## src/rtl/proc_gen.sv

```systemverilog
// proc_gen: parametrised multicycle processor with a shared bus,
// 2^RB registers, four-step counter and registered carry/zero flags.
module proc_gen #(
  parameter int N  = 8,
  parameter int RB = 2
) (
  input  logic          Clock,
  input  logic          Reset,
  input  logic          w,
  input  logic [N-1:0]  Data,
  input  logic [2:0]    F,
  input  logic [RB-1:0] Rx,
  input  logic [RB-1:0] Ry,
  output logic [N-1:0]  BusWires,
  output logic          Done,
  output logic          Busy,
  output logic          Carry,
  output logic          Zero
);

  localparam int NR = 1 << RB;

  typedef enum logic [1:0] {
    T0, T1, T2, T3
  } step_t;

  step_t t, t_nx;

  logic [2:0]    f;
  logic [RB-1:0] rx, ry;
  logic [N-1:0]  rf [NR];
  logic [N-1:0]  a, g;

  logic          one_step;
  logic          ext, gout, rout;
  logic [RB-1:0] rsel;
  logic          a_ld, g_ld, rx_ld;

  logic [N:0]    sum;
  logic [N-1:0]  res;
  logic          c_nx;

  assign one_step = (f == 3'b000) || (f == 3'b001);
  assign Busy     = (t != T0);

  always_comb begin
    t_nx  = T0;
    Done  = 1'b0;
    ext   = 1'b0;
    gout  = 1'b0;
    rout  = 1'b0;
    rsel  = '0;
    a_ld  = 1'b0;
    g_ld  = 1'b0;
    rx_ld = 1'b0;
    unique case (t)
      T0: t_nx = w ? T1 : T0;
      T1: begin
        if (one_step) begin
          Done  = 1'b1;
          rx_ld = 1'b1;
          ext   = (f == 3'b001);
          rout  = (f == 3'b000);
          rsel  = ry;
        end else begin
          rout = 1'b1;
          rsel = rx;
          a_ld = 1'b1;
          t_nx = T2;
        end
      end
      T2: begin
        rout = 1'b1;
        rsel = ry;
        g_ld = 1'b1;
        t_nx = T3;
      end
      T3: begin
        gout  = 1'b1;
        rx_ld = 1'b1;
        Done  = 1'b1;
      end
    endcase
  end

  // Fixed driver priority keeps the bus single-sourced
  always_comb begin
    if (ext)       BusWires = Data;
    else if (gout) BusWires = g;
    else if (rout) BusWires = rf[rsel];
    else           BusWires = '0;
  end

  always_comb begin
    sum  = '0;
    res  = '0;
    c_nx = 1'b0;
    unique case (f)
      3'b000, 3'b001: begin
        res  = '0;
        c_nx = 1'b0;
      end
      3'b010: begin
        sum  = {1'b0, a} + {1'b0, BusWires};
        res  = sum[N-1:0];
        c_nx = sum[N];
      end
      3'b011: begin
        sum  = {1'b0, a} + {1'b0, ~BusWires} + (N+1)'(1);
        res  = sum[N-1:0];
        c_nx = sum[N];
      end
      3'b100: res = a & BusWires;
      3'b101: res = a | BusWires;
      3'b110: res = a ^ BusWires;
      3'b111: begin
        res  = {1'b0, a[N-1:1]};
        c_nx = a[0];
      end
    endcase
  end

  always_ff @(posedge Clock) begin
    if (Reset) begin
      t     <= T0;
      f     <= '0;
      rx    <= '0;
      ry    <= '0;
      a     <= '0;
      g     <= '0;
      Carry <= 1'b0;
      Zero  <= 1'b0;
      for (int i = 0; i < NR; i++) rf[i] <= '0;
    end else begin
      t <= t_nx;
      if (t == T0 && w) begin
        f  <= F;
        rx <= Rx;
        ry <= Ry;
      end
      if (a_ld) a <= BusWires;
      if (g_ld) begin
        g     <= res;
        Carry <= c_nx;
        Zero  <= (res == '0);
      end
      if (rx_ld) rf[rx] <= BusWires;
    end
  end

endmodule

```

## config.mk

```make
export PLATFORM = sky130hd
export DESIGN_NAME = proc_gen
export DESIGN_NICKNAME = d
export VERILOG_FILES = /design/src/rtl/proc_gen.sv
export SDC_FILE = /design/constraint.sdc
export NUM_CORES = 1
export LEC_CHECK = 0
export CAP_MARGIN = 5
export CORE_ASPECT_RATIO = 0.7
export CORE_MARGIN = 2
export CORE_UTILIZATION = 60
export DETAILED_ROUTE_END_ITERATION = 12
export GPL_TIMING_DRIVEN = 0
export PLACE_DENSITY = 0.81
export SLEW_MARGIN = 40
export SYNTH_ARGS = -nofsm -noshare
export SYNTH_HDL_FRONTEND = slang
export SYNTH_SLANG_ARGS = --single-unit
```

## constraint.sdc

```tcl
create_clock -name Clock -period 4.85 [get_ports Clock]
set_clock_uncertainty 0.15 [all_clocks]
set_input_delay 1.2125 -clock Clock [delete_from_list [all_inputs] [get_ports Clock]]
set_output_delay 1.2125 -clock Clock [all_outputs]
set_load 0.01 [all_outputs]
```

==> flow_summary.toml <==
[clock_network]
cts_tree = "yes"
clkTransAtPathRegs_ns = 0.07
worstSkewPairLatency_ns = 0.35
clock-sinks = 59
h-tree-depth = 3
hold_buffers = 0
cts_buffer_depth = 2
clockRootBuffer = "clkbuf_8"
cts_made_buffers = 9

[routing]
first_pass_iters = 5
wire_per_inst_um = 19.6
vias = 3804
drt_iter0_markers = 320
wl_mm = 11.6
postRouteAntennaNets = 0
viasPerCell = 6.44
drc = 0

[setup_path]
worst_setup_path_start_kind = "register"
slowest_stage = "clkdlybuf4s50_1"
worstPathArrival_ns = 3.21
path_class = "reg -> out"
path_delay_family = "buffers and inverters"
cp-end-kind = "output pin"
critPathMaxStageDelay_ns = 0.62
critical_path_buf_inv_count = 3
crit_required_ns = 3.49
crit_path_max_fanout = 10
crit_chain = "inv_1 > ha_1 > nor3b_4 > o21ai_4 > clkbuf_2 > a21oi_1 > a31oi_1 > o221a_4 > nor2_1 > clkdlybuf4s50_1"

[grt]
first_global_vias = 3596
grt_pass1_wl_mm = 18.4
antenna_found_initial = 0
grt_use_total_pct = 31.0
grt_overflow_total = 0
grt_max_degree = 11

[finish]
nets = 540
finish.instance_area_sq_um = 4870
drive_gt1_share_pct = 14.1
synthToLayoutAreaGrowth_pct = 14.2
n_antenna_cell = 0
n_fill_cell = 524

[synthesis]
yosys_warnings = 0
synth_area_sq_um = 4270
synth_area_per_cell_sq_um = 9.42
synthXorXnorAreaFrac_pct = 0.616
synth-main-ff-cell = "edfxtp_1"
synthTopCellsByArea = "edfxtp_1 (23%), dfxtp_1 (13%), ha_1 (8.2%)"
synth-simple-area-share_pct = 21.1
synth_edf_count = 32
muxShareOfSynthArea_pct = 3.75
synthArstFlopShare_pct = 0
synth_top_family_by_area = "compound AO/OA/AOI/OAI gates"
yosysMostFrequentCell = "nor2_1"
synth_seq_cells = 59
yosysTopAreaCellShare_pct = 22.5
yosys.cell_types.count = 70
synth_top_cell_by_area = "edfxtp_1"
synthAdderAreaFrac_pct = 9.15
ys_top_cells_by_count = "nor2_1 (44), a21oi_1 (37), nor3_1 (37)"
synth-compound-area-share_pct = 24.4
yosysSeqAreaShare_pct = 35.2
syn-instance-count = 453
syn_nets = 501

[placement]
io_buffers = 28
gp_congestion = 0.969
place_worst_setup_slack_ns = 0.179
placed_area_sq_um = 4660
dp_hpwl_mm = 8.79

[sta]
timing.setup.tns_ns = 0
relSlewSlack_pct = 54.0
setup_viol = 0
fmax_ghz = 0.219
slew_viol_final = 0
min_period_ns = 4.57
tightest_slew_ns = 0.690
hold_viol_final = 0
fin_crit_sh_pct = 94.3
rsz0062_at_grt = "false"
holdWs_ns = 0.339
timing.final.ws_setup_ns = 0.275

[run_status]
outcome = "complete, no violations"

[floorplan]
die_x_um = 105
io_pins = 30
dieArea_sq_um = 7810
rows = 25
initial_core_util_pct = 62.6
design.core.area_sq_um = 6820
die_h_um = 74.5

[power]
power-per-cell-area_nw_per_um2 = 262
p_leak_nw = 1.68
peakVddDrop_mv = 0.177

[job]
max_cap_violations = 0

[hold_path]
hold_class = "reg -> reg"
==> power breakdown <==
part	switching (mW)	internal (mW)	total [mW]	leakage (nW)
registers	0.0139	0.548	0.562	0.551
clock network	0.206	0.249	0.455	0.0991
logic	0.154	0.105	0.258	1.03
==> metal layers <==
layer  GRT usage (%)  up-vias  routed length, um
met4            9.78        0                185
met3            9.55       21               1140
met1            42.3     1823               5260
met5               0        -                  0
li1                -     1770                  -
met2            47.9      190               4980
==> worst register-to-register path: cells and delay by family, from the launching register on <==
kind / cells / cell delay [ns]
and+or+nand+nor: 5 / 1.39
DFF: 1 / 0.38
buffers and inverters: 3 / 0.48
adders and majority gates: 3 / 0.91
AOI/OAI and AO/OA: 6 / 1.13
==> per-stage QoR <==
stage	power, mW	instances	util [%]
2_1_floorplan	0.745	453	-
6_report	1.28	591	71.4
5_1_grt	1.32	591	71.4
3_5_place_dp	0.822	575	68.4
3_3_place_gp	0.814	575	68.4
4_1_cts	1.27	591	71.2
==> sequential cells by signal, indices dropped and copies added (netlist names) <==
signal and cells:
ry 2, t 2, f 3, rx 2, rf 32, g 8
Carry 1, Zero 1, a 8
==> placed cells by master, fill, tap and decap left out, types with 8 or more instances in the layout <==
master	instances
ha_1	28
nand3_1	8
nor2b_1	14
nor2_1	44
dfxtp_1	27
a21oi_1	37
o221a_4	8
a211oi_2	8
clkbuf_1	11
inv_1	26
edfxtp_1	32
a31oi_1	9
clkbuf_8	10
mux2i_1	10
nor3_1	37
buf_2	8
or2_1	9
a211oi_1	15
nand2b_1	9
nand2_1	20
clkdlybuf4s50_1	28
==> path summary, 6_finish.rpt <==
check | start | to | slack (ns) | depth (start not counted)
worst max register to register | t[1]$_SDFF_PP0_ | Zero$_SDFFE_PP0N_ | 0.28 | 17
worst max-delay path | t[1]$_SDFF_PP0_ | BusWires[1] | 0.28 | 10
worst min register to register | ry[1]$_SDFFE_PP0P_ | ry[1]$_SDFFE_PP0P_ | 0.34 | 2
worst min-delay path | ry[1]$_SDFFE_PP0P_ | ry[1]$_SDFFE_PP0P_ | 0.34 | 2
==> cells by family (layout without fill, tap and decap cells) <==
| group | after synthesis | after routing |
|---|---|---|
| AOI/OAI and AO/OA | 126 | 126 |
| xor gates and xnor gates | 3 | 3 |
| adders and majority gates | 30 | 30 |
| buffers and inverters | 54 | 98 |
| DFF | 59 | 59 |
| muxes | 13 | 13 |
| and+or+nand+nor | 168 | 168 |
==> repair_timing <==
item	in CTS	in global routing
endpoints found under the setup margin	0	4
gates resized for setup	0	4
buffers inserted	0	0
==> area by class of cell <==
cell class,count,area [sq um],area share [%]
multi-input combinational,340,2530,51.9
sequential,59,1500,30.8
timing repair buffer,28,280,5.76
buffer,27,146,3.01
clock buffer,11,141,2.90
tap,94,118,2.42
inverter,27,101,2.08
clock inverter,5,52.6,1.08
Note: power is estimated with default switching activity, not from simulation.
==> RTL change 1, RTL diff (same settings) <==
Change the parameter `N` from 8 to 7.
--- a/src/rtl/proc_gen.sv
+++ b/src/rtl/proc_gen.sv
@@ -1,7 +1,7 @@
 // proc_gen: parametrised multicycle processor with a shared bus,
 // 2^RB registers, four-step counter and registered carry/zero flags.
 module proc_gen #(
-  parameter int N  = 8,
+  parameter int N  = 7,
   parameter int RB = 2
 ) (
   input  logic          Clock,
Interface: changed (resized BusWires and Data); port bits go from 30 to 28. The function was not compared with the original's and may differ.
==> RTL change 1 against the unedited design <==
  * Routed wire length shrank 12%
  * Power shrank 24%
  * Design area shrank 11%
  * Worst setup slack lost 100 ps
  * Cell count shrank 9.6%
  * Sequential power shrank 10%
  * Critical path type unchanged
  * Synthesized area shrank 12%
  * Sequential cell count shrank 6
==> RTL change 1: results (changes against the unedited design) <==
The flow ran to the end, and the final reports show no timing, DRC or antenna violations. The peak fanout along the critical path is 7 (-3), and the first-pass GRT wire length is 16500 um (-10%). The run gives 0.428 (-0.0513) as the met2 usage.

The post-detailed-placement cell area was 4120 sq um (-12%); the detailed-route wire length per cell was 19.1 um (-2.6%). The global placer's final weighted congestion was 0.903 (-6.9%). Met3 routing resource usage after global routing: 0.0551 (-0.0405).

The worst ir drop on vdd is 0.154 mV (-13%), and the portion of the post-synthesis area used by sequential elements is 0.356 (+0.00390). The slew of the pin with the lowest slew margin came out at 717 ps (+27.7 ps). The sequential portion of the cell area is 0.310 (+0.00195). The power in the clock group was 0.242 mW (-47%); the count of inverters not on the clock network in the layout was 28 (+3.7%). For the number of filler cells placed in the layout, the log shows 474 (-9.5%).

The run gives 4610 um (-12%) as the sum of routed wire segments on met1. The overall global routing resource usage came out at 0.300 (-0.0101). The shortest period the worst path allows was 4680 ps (+102 ps); the maximum number of pins on one net before global-route repair was 15 (+4).

The logs give 0.462 (+0.0392) for the met1 track demand over resource in global routing and 1100 um (-3.2%) for the routed wire length on met3. The delay of the slowest cell on the worst path was 600 ps (-20 ps). The post-placement worst setup slack is 139 ps (-39.8 ps), and the net count after synthesis is 466 (-7.0%).

The combinational fraction of design power was 0.229 (+0.026); the mean instance size in the synthesized netlist was 8.93 sq um (-5.2%). The worst slack on hold paths is 329 ps (-9.75 ps), and the length in cells of the worst reg-to-reg path is 15 (-2). The fraction of final layout cells with drive strength greater than 1 works out to 0.116 (-0.0246).

For the switching power, the log shows 0.290 mW (-22%). The logs give 464 (+45%) for the violation count after the first detailed-route iteration and 66 (-5.7%) for the number of distinct library cell variants in the gate-level netlist after synthesis. For the sum of met2 wire segment lengths after detailed routing, the log shows 4330 um (-13%). The arrival time of the worst setup path is 3310 ps (+100 ps), and the synthesized-area fraction occupied by adder cells is 0.0936 (+0.00210).

The largest registers in the layout are rf x28, a x7, g x7. The number of enable flip-flop cells after synthesis was 28 (-13%); the number of vias per cell after detailed routing was 6.57 (+2.1%). The number of port buffers is 25 (-11%). The leakage power total came out at 1.56 nW (-7.3%).

The multi-input gate share of total cell area is 0.539 (+0.0194), and the number of synthesized register bits is 53 (-10%). For the total placed cells including tap cells, the log shows 525 (-8.7%). In the post-synthesis netlist, the biggest area contributors are sky130_fd_sc_hd__edfxtp_1 22%, sky130_fd_sc_hd__dfxtp_1 13%, sky130_fd_sc_hd__ha_1 8.3%. The xor/xnor share of the synthesized area was 0.00465 (-0.00151).
-- RTL change 1: changes by cell type after synthesis, sizes merged, moves of 8 or more --
cell   before  now
nor3       37    5
nand2      21   39
o21ai       7   25
nand3       8   24
nor4b       0   11
o221a      10    1
o32ai       4   12
or2        11    3
-- RTL change 1: logic make-up after synthesis --
family / Yosys count
and+or+nand+nor: 161
AOI/OAI and AO/OA: 121
DFF: 53
buffers and inverters: 51
adders and majority gates: 27
muxes: 7
xor gates and xnor gates: 2
-- RTL change 1: critical path, delay by kind of cell, from the launching register on --
kind,cells,cell delay [ps]
AO/OA/AOI/OAI,3,870
adder cells (fa/ha/maj),1,270
buffers and inverters,2,700
flip-flops,1,390
AND/OR/NAND/NOR,3,760
-- RTL change 1: what timing repair did --
item | in CTS | in global routing
pin swaps | 0 | 2
endpoints found under the setup margin | 1 | 11
hold endpoints to repair | 0 | 0
setup buffers | 0 | 2
gates resized for setup | 1 | 17
==> RTL change 2, RTL diff (same settings) <==
Without the edit above. Make the reset (`Reset`) asynchronous in one clocked block.
--- a/src/rtl/proc_gen.sv
+++ b/src/rtl/proc_gen.sv
@@ -120,7 +120,7 @@
     endcase
   end
 
-  always_ff @(posedge Clock) begin
+  always_ff @(posedge Clock or posedge Reset) begin
     if (Reset) begin
       t     <= T0;
       f     <= '0;
Function: differs if Reset is asserted again (counterexample within 4 cycles, from zero or initial values and one cycle with Reset high); with Reset held inactive, the same outputs for 4 cycles.
==> RTL change 2 against the unedited design <==
  * The flow now finishes with violations (negative setup slack)
  * Routed wire length increased by 38%
  * Highest routed layer unchanged
  * Global-route usage increased by 8.3 points
  * Critical endpoint is now BusWires[5]
  * Via count up 31%
  * Sequential cell count unchanged
  * Cell count is 21% higher
  * Worst setup slack got worse by 280 ps
  * Synthesized area grew 8.0%
  * Design area increased by 14%
  * Utilization rose by 3.7 points
Power is not compared: it rests on default switching activity, and its combinational part moved more than twofold at a synthesized area within 25%.
==> RTL change 2: results (changes against the unedited design) <==
The number of endpoints failing setup at the final stage is 1 (+1). The later pin in the worst-skew pair is clocked with a latency of 360 ps. The via count of the first global-routing pass came out at 4826 (+34%). The tools report the critical register-to-register path startpoint as t[0]$_DFF_PP0_. In the post-synthesis netlist, the biggest area contributors are sky130_fd_sc_hd__dfrtp_1 32%, sky130_fd_sc_hd__o21ai_0 8.3%, sky130_fd_sc_hd__ha_1 7.6%. First-pass GRT wire length: 25100 um (+37%). In this run the worst hold path is classified as reg2reg. The sum of routed wire segments on met1 came out at 6610 um (+26%).

The global placer's final weighted congestion is 1.01 (+4.3%), and the delay of the slowest cell on the worst path is 610 ps. By count the netlist is led by 76 x sky130_fd_sc_hd__o21ai_0, 62 x sky130_fd_sc_hd__nor2_1, 59 x sky130_fd_sc_hd__dfrtp_1, 50 x sky130_fd_sc_hd__a21oi_1, 38 x sky130_fd_sc_hd__nand2_1. The tools report the sum of met2 wire segment lengths after detailed routing as 6700 um (+35%). Highest metal layer with signal wires: met4. The startpoint of the worst setup timing path was t[1]$_DFF_PP0_. The largest registers in the layout are rf x32, a x8, g x8. Post-placement worst setup slack: -675 ps (-853 ps). The fraction of final layout cells with drive strength greater than 1 was 0.143 (+0.00201). The overall global routing resource usage is 0.393 (+0.0832). The violation count after the first detailed-route iteration came out at 546 (+71%).

The kind of cell with the highest combined delay along the critical path is compound AO/OA/AOI/OAI gates. The met1 track demand over resource in global routing is 0.566 (+0.144), and the peak fanout along the critical path is 10 (unchanged). The tightest slew margin relative to the limit is 0.496 (-0.0443), and the number of maximum-capacitance violations is 0 (unchanged). The leakage power total is 2.27 nW, and the net count after synthesis is 612 (+22%).

For the warning count from the yosys run, the log shows 0 (unchanged). The cell at the root of the clock tree was sky130_fd_sc_hd__clkbuf_8. The register with the highest flop count was rf.

Setup slack of the critical path after layout: -0.140 ps (-275 ps). The run gives 11200 um (+27%) as the detailed placement HPWL. The number of vias per cell after detailed routing works out to 6.98 (+8.4%). The final reports fail on negative setup slack.

The tools report the routed wire length on met3 as 2340 um (+110%). The arrival time of the worst setup path is 3490 ps (+280 ps). The tools report the number of distinct library cell variants in the gate-level netlist after synthesis as 61 (-13%). The flow ran to the end, but the final reports show violations.

Among all flip-flop cells after synthesis, the most frequent one is sky130_fd_sc_hd__dfrtp_1. The number of port buffers works out to 29 (+3.6%). The proportion of register bits with asynchronous set or reset after synthesis is 1.00 (+1.00). The end of the worst register-to-register path is Zero$_DFFE_PP0N_. For the post-layout net count, the log shows 660 (+22%).

For the initial antenna violation count, the log shows 0 (unchanged). The tools report the termination of the worst setup path as BusWires[5]. The maximum number of pins on one net before global-route repair was 44 (+33); the worst ir drop on vdd was 0.455 mV. The number of optimization iterations in the first detailed-route pass was 6 (+1); the length in cells of the worst reg-to-reg path was 15 (-2).

Portion of the post-synthesis area used by sequential elements: 0.320 (-0.0315). The tools report the met2 usage as 0.539 (+0.0603). The wire length reported by the detailed router was 16000 um (+38%); the met3 routing resource usage after global routing was 0.154 (+0.0584).
## RTL change 2: cell types whose count changed after synthesis, sizes merged, moves of 13 or more
| cell | delta |
|---|---|
| a21oi | +13 |
| clkbuf | +17 |
| dfrtp | +59 |
| dfxtp | -27 |
| edfxtp | -32 |
| nand2 | +17 |
| nor2 | +17 |
| nor3 | -34 |
| o21ai | +72 |
## RTL change 2: logic make-up (layout without fill, tap and decap cells)
family | Yosys count | in the layout | share of synthesized area
xor+xnor | 1 | 1 | 0.00190
fa+ha+maj | 30 | 30 | 0.0847
buf+inv | 68 | 120 | 0.0565
compound gates | 218 | 218 | 0.303
simple gates | 163 | 163 | 0.168
mux | 25 | 25 | 0.0649
flops | 59 | 59 | 0.320
## RTL change 2: how the worst min path moves through the flow
stage | start | end | slack (ps)
after global routing | rf[22]$_DFFE_PP0P_ | rf[22]$_DFFE_PP0P_ | 350
after CTS | rf[22]$_DFFE_PP0P_ | rf[22]$_DFFE_PP0P_ | 330
final | rf[22]$_DFFE_PP0P_ | rf[22]$_DFFE_PP0P_ | 340
after global placement | rf[22]$_DFFE_PP0P_ | rf[22]$_DFFE_PP0P_ | 300
after detailed placement | rf[22]$_DFFE_PP0P_ | rf[22]$_DFFE_PP0P_ | 310
after floorplan | rf[22]$_DFFE_PP0P_ | rf[22]$_DFFE_PP0P_ | 290
## RTL change 2: layout make-up
| cell class | instances | area [sq um] |
|---|---|---|
| Buffer | 33 | 141 |
| Clock buffer | 13 | 159 |
| Clock inverter | 2 | 35.0 |
| Fill cell | 551 | 1840 |
| Inverter | 33 | 126 |
| Multi-Input combinational cell | 437 | 3090 |
| Sequential cell | 59 | 1480 |
| Tap cell | 98 | 123 |
| Timing Repair Buffer | 39 | 395 |
## RTL change 2: power breakdown
part	switching (mW)	internal, mW	total [mW]
clock	0.205	0.262	0.467
combinational	1.58	0.967	2.55
sequential	0.173	0.692	0.865
## RTL change 2: metrics by stage
| step | cell area (sq um) | instances | utilization | hold slack, ps | TNS (ps) |
|---|---|---|---|---|---|
| finish | 5550 | 714 | 0.751 | 343 | -0.140 |
| global route | 5550 | 714 | 0.751 | 351 | -396 |
| CTS | 5390 | 709 | 0.730 | 331 | -17.3 |
| detailed placement | 5050 | 692 | 0.684 | 315 | -3630 |
| global placement | 5020 | 691 | 0.680 | 304 | -3360 |
| floorplan | 4610 | 564 | - | 292 | 0 |
## RTL change 2: what timing repair did
item,4_1_cts,5_1_grt
buffers inserted,3,6
setup endpoints to repair,15,14
resized for setup,26,37
pin swaps,1,5
## RTL change 2: worst min-delay path: cells and delay by family, from the launching register on
kind             cells  cell delay [ps]
flip-flops           1              350
AO/OA/AOI/OAI        1               60
AND/OR/NAND/NOR      1               60
